### src/rtl/mem_wb_stage.sv
// MEM/WB stage: registers ALU results and load returns, drives the register-file write port.
// Optional load timeout is built in when DMEM_TIMEOUT_EN is defined.
module mem_wb_stage #(
  parameter int unsigned TIMEOUT = 255
) (
  input  logic        clk,
  input  logic        rst,
  input  logic        in_valid,
  input  logic [4:0]  in_rd,
  input  logic        in_we,
  input  logic [31:0] in_result,
  input  logic        in_is_load,
  input  logic [1:0]  in_ld_size,
  input  logic        in_ld_unsigned,
  input  logic [1:0]  in_addr_lo,
  input  logic        in_irq_ctrl,
  input  logic [31:0] dmem_rdata,
  input  logic        dmem_ready,
  output logic [4:0]  dst_addr,
  output logic [31:0] dst_data,
  output logic        we,
  output logic        irq_ctrl_wb,
  output logic        mem_wb_freeze,
  output logic        misalign_err,
  output logic        timeout_err
);

  if (TIMEOUT < 1 || TIMEOUT > 255) begin : g_bad_timeout
    $error("mem_wb_stage: TIMEOUT must be in 1..255");
  end

  typedef enum logic [0:0] {StIdle, StLoadWait} state_e;

  state_e      state_q, state_d;
  logic [4:0]  dst_addr_q, dst_addr_d;
  logic [31:0] dst_data_q, dst_data_d;
  logic        we_q, we_d;
  logic        irq_q, irq_d;
  logic        mis_q, mis_d;
  logic [4:0]  ld_rd_q, ld_rd_d;
  logic [1:0]  ld_size_q, ld_size_d;
  logic        ld_uns_q, ld_uns_d;
  logic [1:0]  ld_lo_q, ld_lo_d;
  logic        ld_irq_q, ld_irq_d;
  logic        tmo_d;
  logic        accept, misaligned;
  logic [7:0]  byte_sel;
  logic [15:0] half_sel;
  logic [31:0] ld_data;

  assign mem_wb_freeze = (state_q == StLoadWait);
  assign accept        = in_valid & ~mem_wb_freeze;
  // Halfwords only straddle the word at offset 3; words must be word aligned.
  assign misaligned    = ((in_ld_size == 2'b01) && (in_addr_lo == 2'b11)) ||
                         (in_ld_size[1] && (in_addr_lo != 2'b00));

  always_comb begin
    byte_sel = 8'h00;
    unique case (ld_lo_q)
      2'd0: byte_sel = dmem_rdata[7:0];
      2'd1: byte_sel = dmem_rdata[15:8];
      2'd2: byte_sel = dmem_rdata[23:16];
      2'd3: byte_sel = dmem_rdata[31:24];
    endcase
    half_sel = ld_lo_q[1] ? dmem_rdata[31:16] : dmem_rdata[15:0];
    if (ld_size_q == 2'b00) begin
      ld_data = {{24{~ld_uns_q & byte_sel[7]}}, byte_sel};
    end else if (ld_size_q == 2'b01) begin
      ld_data = {{16{~ld_uns_q & half_sel[15]}}, half_sel};
    end else begin
      ld_data = dmem_rdata;
    end
  end

`ifdef DMEM_TIMEOUT_EN
  logic [7:0] cnt_q, cnt_d;
  logic       tmo_q;
  logic       expire;
  assign expire      = ~dmem_ready && (cnt_q == 8'(TIMEOUT - 1));
  assign timeout_err = tmo_q;
`else
  assign timeout_err = 1'b0;
`endif

  always_comb begin
    state_d    = state_q;
    dst_addr_d = dst_addr_q;
    dst_data_d = dst_data_q;
    we_d       = 1'b0;
    irq_d      = irq_q;
    mis_d      = 1'b0;
    tmo_d      = 1'b0;
    ld_rd_d    = ld_rd_q;
    ld_size_d  = ld_size_q;
    ld_uns_d   = ld_uns_q;
    ld_lo_d    = ld_lo_q;
    ld_irq_d   = ld_irq_q;
`ifdef DMEM_TIMEOUT_EN
    cnt_d      = cnt_q;
`endif
    unique case (state_q)
      StIdle: begin
        if (accept) begin
          if (!in_is_load) begin
            dst_addr_d = in_rd;
            dst_data_d = in_result;
            irq_d      = in_irq_ctrl;
            we_d       = in_we & (|in_rd);
          end else if (misaligned) begin
            mis_d = 1'b1;
          end else begin
            ld_rd_d   = in_rd;
            ld_size_d = in_ld_size;
            ld_uns_d  = in_ld_unsigned;
            ld_lo_d   = in_addr_lo;
            ld_irq_d  = in_irq_ctrl;
            state_d   = StLoadWait;
`ifdef DMEM_TIMEOUT_EN
            cnt_d     = 8'd0;
`endif
          end
        end
      end
      StLoadWait: begin
        if (dmem_ready) begin
          dst_addr_d = ld_rd_q;
          dst_data_d = ld_data;
          irq_d      = ld_irq_q;
          we_d       = |ld_rd_q;
          state_d    = StIdle;
`ifdef DMEM_TIMEOUT_EN
        end else if (expire) begin
          tmo_d   = 1'b1;
          state_d = StIdle;
        end else begin
          cnt_d = cnt_q + 8'd1;
`endif
        end
      end
    endcase
  end

  always_ff @(posedge clk or negedge rst) begin
    if (!rst) begin
      state_q    <= StIdle;
      dst_addr_q <= 5'd0;
      dst_data_q <= 32'd0;
      we_q       <= 1'b0;
      irq_q      <= 1'b0;
      mis_q      <= 1'b0;
      ld_rd_q    <= 5'd0;
      ld_size_q  <= 2'd0;
      ld_uns_q   <= 1'b0;
      ld_lo_q    <= 2'd0;
      ld_irq_q   <= 1'b0;
`ifdef DMEM_TIMEOUT_EN
      cnt_q      <= 8'd0;
      tmo_q      <= 1'b0;
`endif
    end else begin
      state_q    <= state_d;
      dst_addr_q <= dst_addr_d;
      dst_data_q <= dst_data_d;
      we_q       <= we_d;
      irq_q      <= irq_d;
      mis_q      <= mis_d;
      ld_rd_q    <= ld_rd_d;
      ld_size_q  <= ld_size_d;
      ld_uns_q   <= ld_uns_d;
      ld_lo_q    <= ld_lo_d;
      ld_irq_q   <= ld_irq_d;
`ifdef DMEM_TIMEOUT_EN
      cnt_q      <= cnt_d;
      tmo_q      <= tmo_d;
`endif
    end
  end

`ifndef DMEM_TIMEOUT_EN
  logic unused_tmo;
  assign unused_tmo = tmo_d;
`endif

  assign dst_addr     = dst_addr_q;
  assign dst_data     = dst_data_q;
  assign we           = we_q;
  assign irq_ctrl_wb  = irq_q;
  assign misalign_err = mis_q;

endmodule

### config.mk
export PLATFORM = sky130hd
export DESIGN_NAME = mem_wb_stage
export DESIGN_NICKNAME = d
export VERILOG_FILES = /design/src/rtl/mem_wb_stage.sv
export SDC_FILE = /design/constraint.sdc
export NUM_CORES = 1
export LEC_CHECK = 0
export ABC_AREA = 1
export BUFFER_PORTS_ARGS = -buffer_cell sky130_fd_sc_hd__buf_2
export CELL_PAD_IN_SITES_DETAIL_PLACEMENT = 1
export CELL_PAD_IN_SITES_GLOBAL_PLACEMENT = 1
export CORE_MARGIN = 2
export CORE_UTILIZATION = 38
export CTS_BUF_LIST = sky130_fd_sc_hd__clkbuf_2
export DETAILED_ROUTE_END_ITERATION = 7
export PLACE_DENSITY_LB_ADDON = 0.1
export SYNTH_ARGS = -nofsm -noshare
export SYNTH_HDL_FRONTEND = slang
export SYNTH_SLANG_ARGS = --single-unit
### constraint.sdc
create_clock -name clk -period 2.4 [get_ports clk]
set_input_delay 0.24 -clock clk [delete_from_list [all_inputs] [get_ports clk]]
set_output_delay 0.24 -clock clk [all_outputs]
set_load 0.02 [all_outputs]
==> results, run 1 <==
- Counting the buffers created by CTS gives 5.
- The clock sink total is 52.
- Total power for the finished layout comes to 0.00310 W.
- Setup violations remaining at the end of the flow were counted as 0.
- TritonCTS built the clock tree.
- Per report_power, the clock group accounts for 12.5% of the total.
- The initial utilization of the core area, before any placement, comes to 39.0%.
- The final RePlAce weighted congestion is 0.877.
- Setup repair after global routing left no endpoint under its margin.
- The cell at the root of the clock tree is sky130_fd_sc_hd__clkbuf_2.
- The number of warnings issued by yosys is 0.
- The cell-internal power is 0.00165 W.
- The critical path is of the reg2reg type.
- Final hold analysis gives a worst-case slack of 0.0428 ns.
- The cell leakage power is 2.33 nW.
- The prevailing post-synth register cell is sky130_fd_sc_hd__dfrtp_1.
- Sorting the synthesized cells by area gives the leading types as sky130_fd_sc_hd__dfrtp_1 (38%), sky130_fd_sc_hd__nand2_1 (25%), sky130_fd_sc_hd__nor2_1 (9.0%), sky130_fd_sc_hd__nand3_1 (5.1%), sky130_fd_sc_hd__o21ai_0 (4.0%).
- The total net switching power is 0.00145 W.
- In the final layout, the share of cells above drive strength 1 is 23.8%.
- The hold violation total from the final report is 0.
- The final routed wirelength across all metal layers is 11100 um.
- In this run the deepest clock path goes through 2 buffers.
- The post-placement worst setup slack is 0.407 ns.
- The layout has 1234 filler cells.
- The upper clock frequency limit is 504 MHz.
- The number of instances in the synthesized netlist is 525.
- The via count of the first global-routing pass came to 3744.
- The number of different library cells in the post-synthesis netlist is 29.
- The clock period minus final worst setup slack is 1.99 ns.
- The number of antenna repair diodes is 0.
- Summing every instance area after synthesis gives 3400 um^2.
- The pin count of the biggest net entering global routing is 71.
- The number of vias after detailed routing is 3651.
- Traced cell by cell, the critical path runs through inv_2 > nand2_4 > o21ai_4 > inv_2 > nor2_1 > nand2_1 > nand2_1.
- The required arrival time at the worst endpoint is 2.85 ns.
- In this run, the number of DRC markers left after iteration 0 of detailed routing was 221.
- In the synthesized netlist, the cells that appear most often are sky130_fd_sc_hd__nand2_1 (223), sky130_fd_sc_hd__nor2_1 (82), sky130_fd_sc_hd__dfrtp_1 (52).
- In this run the worst path has a maximum fanout of 64.
- The residual DRC count is 0.
- 123 I/O pins were placed.
- The area occupied by registers is 1300 um^2.
- IR analysis of the VDD net gives a maximum drop of 0.340 mV.
- The number of buffers inserted by post-CTS setup repair is 0.
- The horizontal die dimension is 98.6 um.
- Once routing completed, OpenROAD measured the worst setup slack at 0.414 ns.
- Buffers placed on the I/O ports in this run total 121.
- The max-slew headroom at the worst pin is 33.7%.
- When the netlist entered floorplanning its net count stood at 606.
- Dividing total power by cell area gives a power density of 743 nW/um^2.
- The first global-routing pass estimated 18300 um of wire.
- The flow ran to the end, and the final reports show no timing, DRC or antenna violations.
- Using the TritonRoute via totals, the vias-per-cell ratio works out to 4.86.
- For this design, the CTS-stage hold fixing added 14 buffers.
- The tool flagged a number of max-cap violations equal to 0.
- The number of nets with antenna violations after detailed routing is 0.
- sky130_fd_sc_hd__nand2_1 is the most common cell in the netlist.
- The relative contribution of sequential cells to total power is 40.1%.
- After clock tree synthesis, the repair step resized 0 gates.
- The critical path's largest stage delay is 0.49 ns.
- The total overflow left after global routing is 0.
- The portion of the clock cycle consumed by the worst path in the final layout is 82.8%.
- The critical-path cell with the highest stage delay is sky130_fd_sc_hd__dfrtp_2.
- Per report_power, the combinational group accounts for 47.5% of the total.
- The floorplan has 34 rows.
- Before antenna repair, the detailed router went through 4 iterations.
- The count of flip-flops with a built-in enable after synthesis is 0.
- The number of pins exceeding their max-slew limit in the final report is 0.
- CTS built an H-tree with a depth of 2.
- The routed length per instance is 14.7 um.
- The CTS clock-pin slew for the worst setup and hold paths is 0.27 ns.
- The layout-stage area growth over the synthesis result is 22.6%.
- The class of the worst hold path is in2reg.
- The floorplan step defined a core boundary enclosing 8720 um^2.
- On the final layout, the worst clock skew is 0.0318 ns.
- Of the total power, the share spent switching nets is 46.9%.
- The latest clock arrival within the worst-skew pair is 0.49 ns.
- The worst setup path is captured at a flop.
- The final layout contains 724 nets.
- The vertical die dimension is 98.6 um.
- The number of antenna violations at the first check in global routing came to 0.
- The die covers 9730 um^2.
- The post-synthesis async set-or-reset flop share is 100%.
- The largest area contributor in the netlist is sky130_fd_sc_hd__dfrtp_1.
- The share of synthesized area in the top cell type comes to 38.2%.
- Of the synthesized area, sequential elements account for 38.2%.
- Counting flops and latches in the post-synthesis netlist gives 52.
- The multi-input gate area in the final layout is 1750 um^2.
- The overall global routing resource usage is 23.3%.
- The synthesized area per cell is 6.48 um^2.
- The total negative slack for setup checks is 0 ns.
- The element type at the critical path start is a flop.
- For the worst setup path, the data arrival time is 2.43 ns.
- The post-detailed-placement half-perimeter wirelength is 8150 um.
- At the pin with the least slew margin, the transition time is 0.995 ns.
==> cells by family after synthesis <==
logic type,share of synthesized area (%)
other,0.110
buffers and inverters,10.2
AND/OR/NAND/NOR,44.1
flip-flops,38.2
AO/OA/AOI/OAI,7.36
==> power groups by stage <==
stage	Clock, W	Combinational (W)	Sequential (W)
2_1_floorplan	0	0.000817	0.00144
3_3_place_gp	0	0.00142	0.00126
3_5_place_dp	0	0.00146	0.00126
4_1_cts	0.000395	0.00149	0.00124
5_1_grt	0.000431	0.00165	0.00128
6_report	0.000386	0.00147	0.00124
==> critical path: cells and delay by family (launching register included) <==
family / cells / cell delay (ns)
AO/OA/AOI/OAI: 1 / 0.32
buffers and inverters: 2 / 0.60
flip-flops: 1 / 0.49
AND/OR/NAND/NOR: 4 / 0.51
==> sequential cells by signal, summed over array words and instances, names as in the netlist <==
register and flops:
misalign_err 1, irq_ctrl_wb 1, dst_data 32, ld_irq_q 1
ld_size_q 2, we 1, dst_addr 5, ld_lo_q 2
ld_uns_q 1, ld_rd_q 5, mem_wb_freeze 1
==> placed cells by master, fill, tap and decap left out, types with 2 or more instances in the layout <==
cell	instances
sky130_fd_sc_hd__nand2_1	223
sky130_fd_sc_hd__buf_2	121
sky130_fd_sc_hd__nor2_1	82
sky130_fd_sc_hd__dfrtp_1	51
sky130_fd_sc_hd__nand3_1	35
sky130_fd_sc_hd__inv_1	34
sky130_fd_sc_hd__o21ai_0	27
sky130_fd_sc_hd__dlygate4sd3_1	14
sky130_fd_sc_hd__nor3_1	7
sky130_fd_sc_hd__inv_2	6
sky130_fd_sc_hd__a31oi_1	6
sky130_fd_sc_hd__a21oi_1	6
sky130_fd_sc_hd__clkbuf_2	5
sky130_fd_sc_hd__nand3_2	4
sky130_fd_sc_hd__buf_4	3
sky130_fd_sc_hd__nand2_4	2
sky130_fd_sc_hd__o21bai_1	2
==> metal layers <==
layer	routed length (um)	GRT usage [%]	part of all wire [%]
met1	4950	30.7	45
met3	490	3.19	4.4
met5	0	0	0
met2	5450	40.5	49
met4	157	5.90	1.4
==> area by class of cell <==
| cell class | instances | share of cell area [%] |
|---|---|---|
| multi-input cells | 405 | 42.0 |
| repair buffers | 139 | 18.9 |
| inverters | 40 | 3.60 |
| flip-flops and latches | 52 | 31.2 |
| clock buffers | 5 | 0.600 |
| clock inverters | 3 | 0.420 |
| well taps | 108 | 3.24 |
==> through the flow <==
stage / cell area (um^2) / util [%] / instances
5_1_grt: 4170 / 47.8 / 752
2_1_floorplan: 3400 / - / 525
3_5_place_dp: 3990 / 45.7 / 730
3_3_place_gp: 3990 / 45.7 / 730
4_1_cts: 4170 / 47.8 / 752
6_report: 4170 / 47.8 / 752
==> path summary, 6_finish.rpt <==
path | from | to | slack, ns | cells past startpoint
setup / recovery | mem_wb_freeze | dst_data[12] | 0.41 | 7
hold reg to reg | dst_data[11] | dst_data[11] | 0.52 | 2
hold / removal | in_is_load | misalign_err | 0.04 | 3
max in group asynchronous | rst | mem_wb_freeze | 1.89 | 3
min in group asynchronous | rst | dst_data[1] | 0.21 | 3
setup reg to reg | mem_wb_freeze | dst_data[12] | 0.41 | 7
(Power assumes the default switching activity.)
==> run 2: changes to the inputs <==
Settings changed: CORE_UTILIZATION 38 to 31.
Clock period 2.4 ns to 1.6 ns, I/O delays scaled along.
==> run 2 against run 1 <==
Critical path type unchanged. Design area is 15% higher. Via count is 5.5% higher. Clock power is 92% higher. Register-to-register slack worse by 0.34 ns. Sequential share of layout area is 3.9 points lower. First-iteration DRC count is 35% lower. Clock-buffer cell count stayed put.
==> results, run 2 (synthesis gave the netlist of run 1 again) <==
- The run finished with clean final reports.
- The number of levels the H-tree was split into is 2.
- The clock period minus final worst setup slack is 1.52 ns.
- Walking the worst path, the cells encountered are inv_2 > nand2_4 > nor2_1 > o211ai_1 > dlygate4sd3_1 > o21ai_0.
- For this design, the slowest cell found on the critical path is sky130_fd_sc_hd__dlygate4sd3_1.
- The cell leakage power is 2.58 nW.
- The required arrival time at the worst endpoint is 2.05 ns.
- The number of pins exceeding their max-slew limit in the final report came to 0.
- The number of violations of the max-capacitance limit is 0.
- The class of the worst hold path is in2reg.
- From left edge to right edge, the die measures 109 um.
- After legalization and detailed placement, the total HPWL measured 8590 um.
- The final critical path takes up 95.2% of the cycle.
- The library cells used most frequently in the layout, excluding fill and tap cells, are sky130_fd_sc_hd__nand2_1 (223), sky130_fd_sc_hd__buf_2 (121), sky130_fd_sc_hd__nor2_1 (81).
- Row generation in the floorplan step produced 38 rows.
- In this run the cell area measured after placement is 4180 um^2.
- The worst-case IR drop observed on VDD is 0.371 mV.
- The number of antenna violations at the first check in global routing is 2.
- The final RePlAce weighted congestion is 0.834.
- At the worst endpoint, the arrival time is 1.97 ns.
- The residual DRC count is 0.
- Cells with a size suffix above 1 make up 25.6% of the layout.
- The finished layout cell area is 4790 um^2.
- The count of input and output buffers is 121.
- The routed design has 11700 um of wire.
- CTS saw 52 sinks.
- The kind of cell adding the most delay to the critical path is buffers and inverters.
- The final layout contains 776 nets.
- The post-placement worst setup slack is 0.00417 ns.
- Total power for the finished layout comes to 0.00503 W.
- The floorplan step defined a die boundary enclosing 11800 um^2.
- The via count of the first global-routing pass is 3956.
- The standard cell core area is 10800 um^2.
- The clock passes through at most 2 buffers.
- Across all hold checks on the routed design, the worst slack comes to 0.0312 ns.
- By startpoint and endpoint, the worst setup path is classified as reg2reg.
- Cells fill 44.3% of the core in the end.
- The first-pass detailed-route iteration total is 4.
- Derived from the worst setup path, the maximum achievable clock frequency is 656 MHz.
- The number of vias after detailed routing is 3850.
- The root buffer cell chosen for the clock tree is sky130_fd_sc_hd__clkbuf_2.
- The first global-routing pass estimated 18800 um of wire.
- The hold violation total from the final report was 0.
- The post-route worst setup slack is 0.0764 ns.
- The flip-flop count of the largest register, all copies and words added is 32.
- Leaving out fill and tap cells, the most frequent cell in the layout is sky130_fd_sc_hd__nand2_1.
- The number of nets with antenna violations after detailed routing is 0.
- In the global route stage, overall resource usage came out at 20.3%.
- Using the TritonRoute via totals, the vias-per-cell ratio works out to 4.60.
- The vertical die dimension is 109 um.
- The CTS clock-pin slew for the worst setup and hold paths is 0.29 ns.
- In the final routed layout, each cell accounts on average for 14.0 um.
- STA classifies the critical path endpoint as a flop.
- The largest driver fanout on the critical path is 4.
- On the worst path, the slowest cell contributes a delay of 0.55 ns.
- The overall overflow remaining after global route is 0.
- The number of placed I/O pins is 123.
- The clock reaches the later pin of the worst-skew pair after 0.49 ns.
- The clock skew after layout is 0.0200 ns.
- Dividing total power by cell area gives a power density of 1050 nW/um^2.
- The layout-stage area growth over the synthesis result is 40.7%.
- Entering global routing, the biggest net connects 70 pins.
- The number of buffers added by the clock tree synthesis step is 5.
- TritonCTS built the clock tree.
- The element type at the critical path start is a flop.
- Counting both buffers and inverters, the worst setup path holds a total of 2.
- The number of DRC violations after detailed-routing iteration 0 is 144.
- The starting density of the core is 31.5%.
- Setup violations remaining at the end of the flow were counted as 0.
==> run 2: tightest hold or removal path, cell delays in order <==
cell	delay (ns)
sky130_fd_sc_hd__buf_2	0.10
sky130_fd_sc_hd__nor2_1	0.08
sky130_fd_sc_hd__nor2_1	0.07
sky130_fd_sc_hd__nand2_1	0.07
sky130_fd_sc_hd__nand2_1	0.04
==> run 2: path summary, 6_finish.rpt <==
kind	startpoint	end	slack, ns	cells past startpoint
worst min register to register	dst_data[5]	dst_data[5]	0.51	2
worst max-delay path	mem_wb_freeze	we	0.08	6
worst max register to register	mem_wb_freeze	we	0.08	6
max in group asynchronous	rst	irq_ctrl_wb	1.11	3
min in group asynchronous	rst	dst_data[8]	0.05	2
worst min-delay path	in_result[1]	dst_data[1]	0.03	5
==> run 2: metrics by stage <==
step	setup TNS, ns	instances
2_1_floorplan	0	525
3_3_place_gp	0	776
3_5_place_dp	0	776
4_1_cts	0	832
5_1_grt	-0.00231	837
6_report	0	837
==> run 2: final cells by class <==
type	count	area [um^2]
fill	1444	6010
multi-input combinational	405	1760
timing repair buffer	191	1310
sequential	52	1310
tap	140	175
inverter	40	155
clock inverter	3	46.3
clock buffer	5	25.0
antenna	1	2.50
==> run 2: power by group <==
| group | internal [W] | switching [W] |
|---|---|---|
| Clock | 0.000269 | 0.000473 |
| Sequential | 0.00164 | 0.000230 |
| Combinational | 0.000916 | 0.00151 |
| Total | 0.00283 | 0.00221 |
==> run 2: layer usage <==
metal	vias up	share of wire [%]	wire [um]	track usage, %
met2	78	49	5770	36.8
met1	1806	45	5230	24.6
met3	12	4.4	517	4.06
met5	-	0.094	11	0
met4	2	1.4	168	4.58
li1	1952	-	-	-
==> run 2: what timing repair did <==
action | CTS | global route
setup endpoints to repair | 9 | 29
pin swaps | 0 | 2
gates cloned | 0 | 0
hold buffers | 48 | 0
hold endpoints to repair | 103 | 0
buffers inserted | 0 | 4
resized for setup | 1 | 9
==> run 3: changes to the inputs <==
Settings changed: ABC_AREA 1 to default, CORE_UTILIZATION 31 to 33, CTS_CLUSTER_SIZE from default to 24.
==> run 3 against run 2 <==
The flow now finishes with violations (negative setup slack). Setup slack worse by 0.13 ns. Cell count down 27%. Worst hold slack better by 0.034 ns. Flip-flop and latch count unchanged. First-iteration DRC count down 40%. Highest routed layer is now met4.
==> results, run 3 <==
- The pre-antenna-repair detailed-routing pass consisted of 4 iterations.
- The post-detailed-placement half-perimeter wirelength is 7600 um.
- The via count of the first global-routing pass is 3288.
- Of all nets on the critical path, the largest fanout is 16.
- The residual DRC count is 0.
- The final standard cell count with taps included and fillers excluded is 612.
- During synthesis, Yosys emitted a total of 0 warnings.
- The most frequently used cell type in the post-synthesis netlist is sky130_fd_sc_hd__dfrtp_1.
- In this run the mean area of a mapped cell was 9.76 um^2.
- Leaving out fill and tap cells, the most frequent cell in the layout is sky130_fd_sc_hd__buf_2.
- The overall global routing resource usage is 22.3%.
- Leaving out fill and tap cells, the most frequent cells in the layout are sky130_fd_sc_hd__buf_2 (121), sky130_fd_sc_hd__dfrtp_1 (48), sky130_fd_sc_hd__dlygate4sd3_1 (44).
- Buffers inserted during clock tree synthesis total 5.
- The upper clock frequency limit is 603 MHz.
- STA classifies the critical path startpoint as a flop.
- The checks that failed: negative setup slack.
- In this run the remaining antenna-violating nets after routing total 0.
- Power spread over the standard cell area amounts to 1090 nW/um^2.
- The count of flip-flops with a built-in enable after synthesis is 0.
- The multi-input gate area in the final layout is 1730 um^2.
- The number of antenna violations at the first check in global routing is 0.
- The layout-stage area growth over the synthesis result is 53.4%.
- The number of nets handed over by synthesis was 393.
- The CTS clock-pin slew for the worst setup and hold paths is 0.28 ns.
- After global routing the overflow that remains totals 0.
- The synthesized design devotes to its leading area cell type 42.7% of total area.
- The number of different library cells used by synthesis comes to 36.
- Clock tree synthesis found a total of 52 sinks.
- The run finished, with violations left.
- Clock tree synthesis selected as its root buffer the cell sky130_fd_sc_hd__clkbuf_2.
- The type of destination of the critical path is a flop.
- The number of instances in the synthesized netlist is 312.
- The region available for standard cell placement spans 9110 um^2.
- After the first detailed-routing iteration, the DRC count stood at 87.
- The class of the worst hold path is in2reg.
- For the worst setup path, the data required time is 1.97 ns.
- The hold violation total from the final report is 0.
- Detailed routing inserted a total of 3213 vias.
- Dividing the detail-routed wire length by the instance count gives 18.2 um.
- Between clock sinks in the finished design, the worst skew comes to 0.0248 ns.
- The filler cell count in the final layout is 1078.
- The synthesized design contains 52 register bits.
- Overall power consumption after layout is estimated at 0.00509 W.
- Across the whole layout, storage elements account for 1310 um^2.
- The share of cells above drive strength 1 is 47.5%.
- The first global-routing pass estimated 17300 um of wire.
- Yosys attributes the largest share of cell area to sky130_fd_sc_hd__dfrtp_1 (43%), sky130_fd_sc_hd__mux2_2 (15%), sky130_fd_sc_hd__o22ai_1 (5.1%), sky130_fd_sc_hd__a21oi_1 (5.1%), sky130_fd_sc_hd__nand2_1 (4.4%).
- The clock tree from TritonCTS is done.
- The net count of the finished layout is 581.
- In the post-route analysis, the smallest setup slack over all paths is -0.0577 ns.
- Once the floorplan was initialized, standard cells occupied 33.4% of the core.
- Counting tap cells, the placed design contains a total of 549 instances.
- Setup repair after global routing could not meet its margin everywhere.
- The post-synth design cell area is 3040 um^2.
- The setup-violating endpoint count in the final report is 17.
- Measured on the finished design, the core utilization comes to 51.3%.
- The number of antenna repair diodes is 0.
- After synthesis, the share of flip-flops with an asynchronous set or reset is 100%.
- The floorplan has 35 rows.
- Measured along the x axis, the die boundary spans 100 um.
- The final routed wirelength across all metal layers is 11200 um.
- IR analysis of the VDD net gives a maximum drop of 0.438 mV.
- The critical path class is reg2reg.
- Measured along the y axis, the die boundary spans 100 um.
- The number of pins exceeding their max-slew limit in the final report is 0.
- Entering global routing, the biggest net connects 53 pins.
- Max-cap violations in this run came to 0.
- The number of levels the H-tree was split into is 2.
- By count the netlist is led by sky130_fd_sc_hd__dfrtp_1 (52), sky130_fd_sc_hd__mux2_2 (41), sky130_fd_sc_hd__nand2_1 (36).
- The flip-flop count of the largest register, all copies and words added is 32.
- On the final layout, the worst hold slack is 0.0653 ns.
- The endpoint arrival time on the critical path is 2.03 ns.
- The number of buffers on the longest clock path is 2.
- In this run the tool buffered the top-level ports with 121 buffer cells.
- The setup check on the worst reg-to-reg path leaves a slack of -0.06 ns.
- The worst path in the final design needs a cycle of 1.66 ns, including I/O delays and setup.
- The cell leakage power is 2.12 nW.
- The biggest area contributor in the post-synthesis netlist is sky130_fd_sc_hd__dfrtp_1.
- The portion of the clock cycle consumed by the worst path in the final layout is 104%.
- The die outline area is 10000 um^2.
- The via count normalized by instance count is 5.25.
- For this run, the leading register cell type out of synthesis is sky130_fd_sc_hd__dfrtp_1.
- The final RePlAce weighted congestion is 0.766.
- The latest clock arrival within the worst-skew pair is 0.46 ns.
- Summing the sequential cell areas from Yosys gives 42.7% of the chip area.
- 123 I/O pins were placed.
-- run 3: changes by cell type after synthesis, sizes merged, moves of 8 or more --
| cell | before | now |
|---|---|---|
| nand2b | 0 | 11 |
| nand3 | 40 | 1 |
| nand2 | 226 | 36 |
| a21oi | 7 | 32 |
| o22ai | 0 | 25 |
| mux2i | 0 | 8 |
| mux2 | 0 | 41 |
| buf | 23 | 11 |
| inv | 40 | 10 |
| o21ai | 28 | 3 |
| nor2 | 84 | 12 |
-- run 3: worst paths after layout --
check / from / endpoint / depth (start not counted)
max reg2reg: ld_size_q[0] / dst_data[22] / 5
min reg2reg: dst_data[4] / dst_data[4] / 1
min: in_result[2] / dst_data[2] / 3
max: ld_size_q[0] / dst_data[22] / 5
min in group asynchronous: rst / dst_data[25] / 3
max in group asynchronous: rst / dst_data[16] / 3
-- run 3: metal layers --
layer	track usage, %	vias to the layer above	share of wire (%)
met5	0	-	0
met4	6.01	0	1.7
li1	-	1530	-
met3	3.34	15	3.6
met1	28.0	1582	42
met2	39.9	86	53
-- run 3: metrics by stage --
| step | setup TNS (ns) | setup WS (ns) | instance area [um^2] |
|---|---|---|---|
| 2_1_floorplan | 0 | 0.0136 | 3040 |
| 3_3_place_gp | -0.849 | -0.152 | 3940 |
| 3_5_place_dp | -2.63 | -0.192 | 3940 |
| 4_1_cts | -0.918 | -0.0792 | 4540 |
| 5_1_grt | -1.96 | -0.158 | 4670 |
| 6_report | -0.529 | -0.0577 | 4670 |
-- run 3: area by class of cell --
| cell class | count | area share (%) |
|---|---|---|
| tap | 111 | 2.97 |
| multi-input combinational | 227 | 37.1 |
| clock inverter | 3 | 0.375 |
| clock buffer | 5 | 0.536 |
| sequential | 52 | 28.0 |
| timing repair buffer | 204 | 30.2 |
| inverter | 10 | 0.804 |
-- run 3: power breakdown --
part	total [W]	switching, W	internal (W)	leakage [nW]
clock network	0.000567	0.000459	0.000107	0.0308
logic	0.00259	0.00138	0.00121	1.49
registers	0.00193	0.000263	0.00167	0.597
total	0.00509	0.00210	0.00298	2.12
-- run 3: cell families after synthesis --
family,Yosys count,share of synthesized area (%)
compound gates,104,22.6
buf+inv,33,4.81
simple gates,72,11.2
other cells,1,0.123
flops,52,42.7
mux,50,18.5
-- run 3: what timing repair did --
item                                    in CTS  in global routing
hold buffers                                44                  0
endpoints found under the hold margin      100                  0
pin swaps                                    3                  6
setup buffers                                4                  7
endpoints found under the setup margin      30                 34
gates cloned                                 1                  0
resized for setup                           20                 23
-- run 3: worst max-delay path: stages (launching register included) --
cell and delay, ns:
sky130_fd_sc_hd__dfrtp_2 0.51, sky130_fd_sc_hd__nor2_2 0.13, sky130_fd_sc_hd__mux4_2 0.54, sky130_fd_sc_hd__a21oi_4 0.16
sky130_fd_sc_hd__buf_12 0.16, sky130_fd_sc_hd__a21oi_1 0.07
